**config.mk**
```make
export PLATFORM = sky130hd
export DESIGN_NAME = msi_irq_arbiter
export DESIGN_NICKNAME = d
export VERILOG_FILES = /design/src/rtl/msi_arb_pkg.sv /design/src/rtl/msi_rr_pick.sv /design/src/rtl/msi_irq_arbiter.sv
export SDC_FILE = /design/constraint.sdc
export NUM_CORES = 1
export LEC_CHECK = 0
export CORE_AREA = 4 4 84 102
export CTS_BUF_LIST = sky130_fd_sc_hd__clkbuf_16
export CTS_CLUSTER_SIZE = 40
export DETAILED_ROUTE_END_ITERATION = 6
export DIE_AREA = 0 0 88 106
export PLACE_DENSITY = 0.83
export SLEW_MARGIN = 0
export SYNTH_ARGS = -nofsm -noshare
export SYNTH_HDL_FRONTEND = slang
export SYNTH_HIERARCHICAL = 1
export SYNTH_SLANG_ARGS = --single-unit
```
**constraint.sdc**
```tcl
create_clock -name clk -period 4.4 [get_ports clk]
set_clock_uncertainty 0.05 [all_clocks]
set_input_delay 0.88 -clock clk [delete_from_list [all_inputs] [get_ports clk]]
set_output_delay 0.88 -clock clk [all_outputs]
set_load 0.05 [all_outputs]
```
**src/rtl/msi_arb_pkg.sv**
```systemverilog
// Shared types and helpers for the MSI interrupt arbiter.
// Vector numbers are 5 bits wide because the host can allocate at most 32 MSI vectors.
package msi_arb_pkg;

  typedef enum logic {
    IDLE = 1'b0,
    REQ  = 1'b1
  } state_t;

  localparam int MSI_VEC_W = 5;

  // Mask of usable vector bits; allocations above 32 vectors saturate at 32.
  function automatic logic [MSI_VEC_W-1:0] vec_mask(input logic [2:0] width);
    logic [2:0] w;
    logic [MSI_VEC_W:0] full;
    w = (width > 3'd5) ? 3'd5 : width;
    full = (6'd1 << w) - 6'd1;
    return full[MSI_VEC_W-1:0];
  endfunction

endpackage

```
**src/rtl/msi_rr_pick.sv**
```systemverilog
// Combinational round-robin selector: the first eligible index after last_idx wins,
// wrapping around so that last_idx itself has the lowest priority.
module msi_rr_pick
  import msi_arb_pkg::*;
#(
  parameter int NUM_SRC = 8
) (
  input  logic [NUM_SRC-1:0]   elig,
  input  logic [MSI_VEC_W-1:0] last_idx,
  output logic                 any,
  output logic [MSI_VEC_W-1:0] sel_idx
);

  always_comb begin
    int idx;
    any     = 1'b0;
    sel_idx = '0;
    idx     = 0;
    for (int off = 1; off <= NUM_SRC; off++) begin
      // last_idx < NUM_SRC, so a single subtraction is enough to wrap
      idx = int'(last_idx) + off;
      if (idx >= NUM_SRC) idx = idx - NUM_SRC;
      if (!any && elig[idx]) begin
        any     = 1'b1;
        sel_idx = MSI_VEC_W'(idx);
      end
    end
  end

endmodule

```
**src/rtl/msi_irq_arbiter.sv**
```systemverilog
// Shares the PCIe core MSI request/grant port among NUM_SRC edge-triggered sources.
// state | meaning
// IDLE  | no request outstanding; loads the next eligible source when MSI is enabled
// REQ   | request and latched vector held until the core grants
module msi_irq_arbiter
  import msi_arb_pkg::*;
#(
  parameter int NUM_SRC = 8,
  parameter int CNT_W   = 16
) (
  input  logic                 clk,
  input  logic                 rst_n,
  input  logic [NUM_SRC-1:0]   irq_in,
  input  logic                 mask_we,
  input  logic [NUM_SRC-1:0]   mask_wdata,
  output logic [NUM_SRC-1:0]   mask_q,
  output logic [NUM_SRC-1:0]   pending_q,
  input  logic                 msi_enable,
  input  logic [2:0]           msi_vector_width,
  output logic                 intx_msi_request,
  input  logic                 intx_msi_grant,
  output logic [MSI_VEC_W-1:0] msi_vector_num,
  output logic                 busy,
  output logic [CNT_W-1:0]     msi_count
);

  state_t                 state_q, state_d;
  logic [NUM_SRC-1:0]     irq_prev, rise, elig, clr;
  logic [MSI_VEC_W-1:0]   last_idx, sel_idx, sel_q, vec_q;
  logic [CNT_W-1:0]       count_q;
  logic                   any, load, done;

  assign rise = irq_in & ~irq_prev;
  assign elig = pending_q & ~mask_q;

  msi_rr_pick #(
    .NUM_SRC (NUM_SRC)
  ) u_pick (
    .elig     (elig),
    .last_idx (last_idx),
    .any      (any),
    .sel_idx  (sel_idx)
  );

  always_ff @(posedge clk) begin
    if (!rst_n) begin
      state_q <= IDLE;
    end else begin
      state_q <= state_d;
    end
  end

  always_comb begin
    state_d = state_q;
    load    = 1'b0;
    done    = 1'b0;
    case (state_q)
      IDLE: begin
        if (msi_enable && any) begin
          load    = 1'b1;
          state_d = REQ;
        end
      end
      REQ: begin
        if (intx_msi_grant) begin
          done    = 1'b1;
          state_d = IDLE;
        end
      end
      default: state_d = IDLE;
    endcase
  end

  always_comb begin
    clr = '0;
    for (int i = 0; i < NUM_SRC; i++) begin
      clr[i] = done && (sel_q == MSI_VEC_W'(i));
    end
  end

  always_ff @(posedge clk) begin
    if (!rst_n) begin
      irq_prev  <= '0;
      pending_q <= '0;
      mask_q    <= '0;
      last_idx  <= MSI_VEC_W'(NUM_SRC - 1);
      sel_q     <= '0;
      vec_q     <= '0;
      count_q   <= '0;
    end else begin
      irq_prev <= irq_in;
      // a new edge in the grant cycle must not be lost, so set overrides clear
      pending_q <= (pending_q & ~clr) | rise;
      if (mask_we) mask_q <= mask_wdata;
      if (load) begin
        sel_q <= sel_idx;
        vec_q <= sel_idx & vec_mask(msi_vector_width);
      end
      if (done) begin
        last_idx <= sel_q;
        count_q  <= count_q + 1'b1;
      end
    end
  end

  assign intx_msi_request = (state_q == REQ);
  assign busy             = (state_q == REQ);
  assign msi_vector_num   = vec_q;
  assign msi_count        = count_q;

endmodule

```
==> results.cfg <==
[outcome]
status = finished, final reports clean

[critical_path]
cp_slowest_stage_delay_ps = 630
arrival_ps = 3770
slowest_stage = dfxtp_1
path_class = reg -> reg
cp-start-kind = flop
cp_data_required_time_ps = 4570
path_max_fanout = 12
endpoint_kind = flop
path_cells = ha_1 > xor2_2 > mux4_2 > mux2i_2 > nor3b_2 > a211oi_2 > a31oi_1 > o2111ai_1 > a21oi_1

[global_routing]
grt_usage_pct = 25.08
grt.overflow.total = 0
grt_pass1_wl_um = 18810
grt_max_degree = 44
grt_pass1_vias = 3810
antenna_found_initial = 0

[place]
io_buffers = 62
place.gp.congestion = 1.061
dp_hpwl_um = 8602
placed_cells = 608

[clock_tree]
htreeDepth = 2
cts_made_buffers = 5
ctsResizeCount = 0
ctsLongestPathBuffers = 2
clk_pin_slew_ps = 70
post-cts-setup-buffer-count = 0
cts_tree = done
holdBufCountCts = 0
clock_latency_ps = 290
clockRootBuffer = clkbuf_16
clock_sinks = 56

[timing]
hold_viol = 0
worst_pin_slew_ps = 590.4
rsz0062_at_grt = no
finalSetupViolCount = 0
relSlewSlack_pct = 60.58
fin_crit_sh_pct = 81.69
fmax_ghz = 0.2782
layout_min_cycle_time_ps = 3594
setup-tns-final_ps = 0
slew_viol_final = 0

[routing]
drtPass1Iterations = 5
wl_um = 11230
met3WireLength_um = 647
via_per_inst = 6.248
drc_errors = 0
top_layer = met4
wl_met2_um = 5932
drt_iter0_markers = 308
antenna_left = 0
wire_per_inst_um = 18.23
wl_met1_um = 4054
vias = 3849

[synthesis]
syn-num-nets = 520
synth_cell_types = 71
synth_edf_count = 0
synth_seq_area_share_pct = 27.23
syn_area_per_cell_sq_um = 8.817
ys_seq_elements = 56
syn-cell-area_sq_um = 4118
ys.flop_type = dfxtp_1
postSynth.asyncResetShare_pct = 0
yosys_warnings = 6
synth_area_leaders = dfxtp_1 27%, ha_1 8.8%, mux4_2 7.1%
synthCells = 467
yosysTopAreaCellShare_pct = 27.23
yosysTopAreaCell = dfxtp_1

[hold_path]
hold_path_class = reg -> reg

[die]
core_area_sq_um = 7576
die_height_um = 106
fp-row-count = 35
die_x_um = 88
ios = 63
die_area_sq_um = 9328
start_util_pct = 54.35

[finish]
instances_no_fill = 616
diodes = 0
layout-drive-gt1-share_pct = 9.351
syn2layout_area_growth_pct = 20.12
final_nets = 576

[pwr]
max-vdd-ir-drop_mv = 0.2282
p_leak_uw = 0.001893
power.density_nw_per_um2 = 324.2

[flow_run]
maxCapViolCount = 0
[flip-flops by register name, indices dropped and copies added, names as in the netlist]
signal / count
busy: 1
irq_prev: 8
last_idx: 5
mask_q: 8
msi_count: 16
msi_vector_num: 5
pending_q: 8
sel_q: 5
[layout by cell type, fill, tap and decap left out, types with 5 or more instances in the layout]
master,instances
nand2b_1,14
or3_1,7
mux4_2,13
o211ai_1,8
ha_1,29
mux2i_1,12
buf_4,5
nand3_1,10
a21oi_1,37
nor3_1,5
xnor2_1,20
dfxtp_1,56
xor2_1,10
o21ai_1,5
o21ai_0,17
nand2_1,56
and2_1,10
nand4_1,7
nor2_1,30
clkbuf_16,5
inv_1,15
nor2b_1,13
clkdlybuf4s50_1,62
[cell type report]
cell class / count / area, sq um
Clock inverter: 3 / 22.52
Fill cell: 612 / 2630
Sequential cell: 56 / 1121
Tap cell: 92 / 115.1
Multi-Input combinational cell: 375 / 2836
Clock buffer: 5 / 125.1
Inverter: 18 / 67.56
Timing Repair Buffer: 67 / 658.1
[worst max-delay path, delay by kind of cell (launching register included)]
family / cells / cell delay, ps
simple gates: 1 / 310
compound gates: 4 / 670
flops: 1 / 630
fa+ha+maj: 1 / 380
xor+xnor: 1 / 470
mux: 2 / 1020
[power by group]
group          internal [uW]  switching [uW]
sequential               539            37.2
combinational            256             372
clock                    213             186
[metal layers]
| metal | vias to the layer above | GRT usage (%) |
|---|---|---|
| li1 | 1799 | - |
| met4 | 0 | 12.28 |
| met3 | 54 | 4.109 |
| met5 | - | 0 |
| met2 | 166 | 43.91 |
| met1 | 1830 | 28.94 |
[path summary, 6_finish.rpt]
path | start | to | slack, ps | depth (start not counted)
hold / removal | msi_vector_num[4]$_SDFFE_PN0P_ | msi_vector_num[4]$_SDFFE_PN0P_ | 410 | 2
setup reg to reg | last_idx[0]$_SDFFE_PN1P_ | msi_vector_num[4]$_SDFFE_PN0P_ | 810 | 9
hold reg to reg | msi_vector_num[4]$_SDFFE_PN0P_ | msi_vector_num[4]$_SDFFE_PN0P_ | 410 | 2
setup / recovery | last_idx[0]$_SDFFE_PN1P_ | msi_vector_num[4]$_SDFFE_PN0P_ | 810 | 9
[synth_stat cells (4+ instances only)]
| cell type | n |
|---|---|
| dfxtp_1 | 56 |
| nand2_1 | 56 |
| a21oi_1 | 37 |
| nor2_1 | 30 |
| ha_1 | 29 |
| xnor2_1 | 20 |
| o21ai_0 | 17 |
| inv_1 | 15 |
| nand2b_1 | 14 |
| mux4_2 | 13 |
| nor2b_1 | 13 |
| mux2i_1 | 12 |
| and2_1 | 10 |
| nand3_1 | 10 |
| xor2_1 | 10 |
| clkbuf_1 | 9 |
| o211ai_1 | 8 |
| nand4_1 | 7 |
| or3_1 | 7 |
| buf_2 | 5 |
| nor3_1 | 5 |
| o21ai_1 | 5 |
| nand3b_1 | 4 |
| nor3b_1 | 4 |
[cells by family after synthesis]
logic type      count (synthesis)  synth area share [%]
flops                          56                 27.23
compound gates                102                 16.04
mux                            34                 14.13
simple gates                  178                 22.73
xor+xnor                       32                 7.171
buf+inv                        36                 3.889
fa+ha+maj                      29                 8.812
[stage by stage]
| step | worst slack [ps] | hold WS, ps | power [uW] | instance area, sq um | utilization, % |
|---|---|---|---|---|---|
| after floorplan | 1135 | 398.6 | 1033 | 4118 | - |
| after global placement | 982.8 | 400.9 | 1181 | 4798 | 63.34 |
| after detailed placement | 904.4 | 403.3 | 1200 | 4798 | 63.34 |
| after CTS | 919.5 | 417.2 | 1597 | 4946 | 65.28 |
| after global routing | 669.4 | 437.7 | 1683 | 4946 | 65.28 |
| final | 805.8 | 412.1 | 1604 | 4946 | 65.28 |
Power figures use the tool's default switching activity.
==> RTL change 1 (same flow settings) <==
Set the package constant `MSI_VEC_W` to 4 (it was 5).
--- a/src/rtl/msi_arb_pkg.sv
+++ b/src/rtl/msi_arb_pkg.sv
@@ -7,7 +7,7 @@
     REQ  = 1'b1
   } state_t;
 
-  localparam int MSI_VEC_W = 5;
+  localparam int MSI_VEC_W = 4;
 
   // Mask of usable vector bits; allocations above 32 vectors saturate at 32.
   function automatic logic [MSI_VEC_W-1:0] vec_mask(input logic [2:0] width);
Ports: changed (resized msi_vector_num); port bits go from 63 to 62. No check against the original RTL was run, so the function may have changed too.
==> RTL change 1 against the unedited design <==
Count of clock-buffer cells in the layout unchanged; setup slack got worse by 0.066 ns; sequential power decreased by 5.5%; total power decreased by 16%; largest cell class unchanged; area after synthesis decreased by 24%; sequential cell count decreased by 3; cell area decreased by 21%; routed wire length decreased by 30%; sequential share of layout area increased by 4.6 points; global-route usage decreased by 8.1 points; critical endpoint is now msi_vector_num[1]$_SDFFE_PN0P_; fmax decreased by 1.8%.
==> RTL change 1: results (changes against the unedited design) <==
stage	metric	value	unit	change
placement	dp_hpwl	5.87	mm	-32%
power_and_ir_drop	p_sw	448	µW	-25%
detailed_routing	vias	2763		-28%
cells_and_area	final_layout_size_suffix_gt1_share	7.11	%	-2.2 points
outcome	status	complete, no violations		
cells_and_area	clkCellAreaFrac	3.50	%	+0.52 points
worst_setup_path	crit_path_end	msi_vector_num[1]$_SDFFE_PN0P_		
power_and_ir_drop	ir_worst_vdd	0.253	mV	+11%
worst_setup_path	crit_arrival	3.74	ns	-0.03 ns
clock_tree	clock_sink_count	53		-5.4%
cells_and_area	area_delta_synth_final	24.5	%	
detailed_routing	wl	7.82	mm	-30%
logic_synthesis	synth.area.top_cells	dfxtp_1 34%, mux4_2 5.8%, mux2i_1 4.8%		
detailed_routing	initialDrtViolationCount	214		-31%
cells_and_area	final_cells	486		-21%
hold_path	holdCritStartpoint	msi_vector_num[0]$_SDFFE_PN0P_		
cells_and_area	final_nets	427		-26%
cells_and_area	regArea	1060	µm²	-5.4%
placement	gp_congestion	0.920		-13%
detailed_routing	route.met2.wl	4.20	mm	-29%
grt	grt_use_met2	30.3	%	-14 points
detailed_routing	wl_met3	389	µm	-40%
placement	dp.cells	479		-21%
worst_setup_path	worst_path_largest_cell_delay	0.68	ns	+0.05 ns
power_and_ir_drop	p_leak	1.51	nW	-20%
logic_synthesis	yosysSeqAreaShare	33.9	%	+6.7 points
RTL change 1: tightest hold or removal path: stages (launching register included):
cell	delay (ns)
dfxtp_1	0.31
nand2_1	0.05
a21oi_1	0.05
RTL change 1: cells by family after synthesis:
logic type               share of synthesized area [%]
AO/OA/AOI/OAI                                     13.6
XOR/XNOR                                          3.92
adder cells (fa/ha/maj)                           3.60
buffers and inverters                             4.72
flip-flops                                        33.9
multiplexers                                      16.2
AND/OR/NAND/NOR                                   24.1
RTL change 1: power by group through the flow:
stage / registers (mW) / logic (mW) / clock network, mW
after floorplan: 0.603 / 0.265 / 0
after global placement: 0.554 / 0.426 / 0
after detailed placement: 0.555 / 0.437 / 0
after CTS: 0.544 / 0.439 / 0.372
after global routing: 0.548 / 0.475 / 0.395
final: 0.545 / 0.442 / 0.363
==> RTL change 2 (same settings) <==
Without the edit above. Put one more register stage on the output `msi_count`. The value now appears one clock later. The other outputs are not delayed to match.
--- a/src/rtl/msi_irq_arbiter.sv
+++ b/src/rtl/msi_irq_arbiter.sv
@@ -106,7 +106,9 @@
   assign intx_msi_request = (state_q == REQ);
   assign busy             = (state_q == REQ);
   assign msi_vector_num   = vec_q;
-  assign msi_count        = count_q;
+  always_ff @(posedge clk) begin
+    msi_count <= count_q;
+  end
 
 endmodule
 
Behaviour: not the same (Yosys sat finds a counterexample within 4 cycles, from zero or initial values and one cycle with rst_n low).
==> RTL change 2 against the unedited design <==
Routed wire length grew 3.4%; count of clock-buffer cells in the layout grew 4; area after synthesis grew 7.4%; total power grew 30%; final cell count grew 3.6%; cell area grew 9.1%; hold slack lost 0.094 ns; setup slack gained 0.070 ns; combinational power is essentially flat; sequential cell count grew 16; critical endpoint is now msi_vector_num[1]$_SDFFE_PN0P_; largest cell class unchanged.
==> RTL change 2: results (changes against the unedited design) <==
stage	metric	value	unit	change
hold_path	worst_hold_path.endpoint	msi_count[15]$_DFF_P_		
placement	gp_congestion	0.958		-9.8%
timing	slew_headroom	60.5	%	about the same
cells_and_area	multi_input_cells	370		-1.3%
power_and_ir_drop	clkPwrFrac	35.0	%	+10 points
worst_setup_path	worst_path_largest_cell_delay	0.58	ns	-0.05 ns
clock_tree	ctsHtreeMaxLevel	3		+1
worst_setup_path	crit_arrival	3.68	ns	-0.09 ns
cells_and_area	multiInputGateArea	2800	µm²	-1.3%
worst_setup_path	cp_slowest_cell	mux4_2		
logic_synthesis	syn_nets	537		+3.3%
cells_and_area	fin_area	5390	µm²	+9.1%
placement	dp_slack	1.08	ns	+0.178 ns
logic_synthesis	synth-seq-cells	72		+29%
worst_setup_path	critPathMaxFanout	17		+5
grt	met3_usage	5.50	%	+1.4 points
grt	grt_use_met2	43.0	%	-0.92 points
worst_setup_path	startpoint	last_idx[2]$_SDFFE_PN1P_		
grt	grt_pass1_wl	19.1	mm	+1.6%
cells_and_area	fillCellCount	561		-8.3%
logic_synthesis	netlist_top_cells_count	72 x dfxtp_1, 55 x nand2_1, 38 x a21oi_1		
cells_and_area	clock_buffer_count	9		+4
outcome	status	complete, no violations		
cells_and_area	bufAreaShareNonClock	12.2	%	-1.1 points
logic_synthesis	synth_cells	484		+3.6%
logic_synthesis	yosysSeqAreaShare	32.6	%	+5.4 points
logic_synthesis	syn-cell-area	4420	µm²	+7.4%
grt	grt_pass1_vias	4000		+5.0%
power_and_ir_drop	p_leak	2.09	nW	+10%
worst_setup_path	regToRegSetupSlack	0.88	ns	+0.07 ns
cells_and_area	sh_seq_area	26.7	%	+4.1 points
logic_synthesis	synthDistinctLibCells	66		-7.0%
cells_and_area	final_layout_size_suffix_gt1_share	9.89	%	+0.54 points
power_and_ir_drop	comb_power	626	µW	about the same
worst_setup_path	reg2reg_depth	12		+3
grt	use_met1	31.0	%	+2.1 points
power_and_ir_drop	power.total	2.08	mW	+30%
grt	grt_max_degree	28		-36%
placement	dp.cells	622		+2.3%
grt	grt.total_usage	25.8	%	+0.68 points
detailed_routing	drt_first_pass_iters	7		+2
hold_path	hold_depth	0		-2
power_and_ir_drop	p_sw	695	µW	+17%
==> RTL change 2: worst reg2reg max path: cells and delay by family, from the launching register on <==
family	cells	cell delay (ns)
AND/OR/NAND/NOR	5	0.90
multiplexers	2	0.75
buffers and inverters	3	0.68
adder cells (fa/ha/maj)	1	0.54
flip-flops	1	0.31
AO/OA/AOI/OAI	1	0.18
==> RTL change 2: cell families (layout without fill, tap and decap cells) <==
| group | count (synthesis) | count (layout) | synth area share, % |
|---|---|---|---|
| AO/OA/AOI/OAI | 105 | 105 | 15.3 |
| XOR/XNOR | 31 | 31 | 6.48 |
| adder cells (fa/ha/maj) | 29 | 29 | 8.20 |
| buffers and inverters | 42 | 104 | 4.16 |
| flip-flops | 72 | 72 | 32.6 |
| multiplexers | 34 | 34 | 13.2 |
| AND/OR/NAND/NOR | 171 | 171 | 20.2 |
==> RTL change 2: per-layer routing <==
metal	vias to the layer above	routed length (µm)
met5	-	0
met2	175	5840
met4	0	419
met3	53	756
met1	1825	4600
li1	1848	-
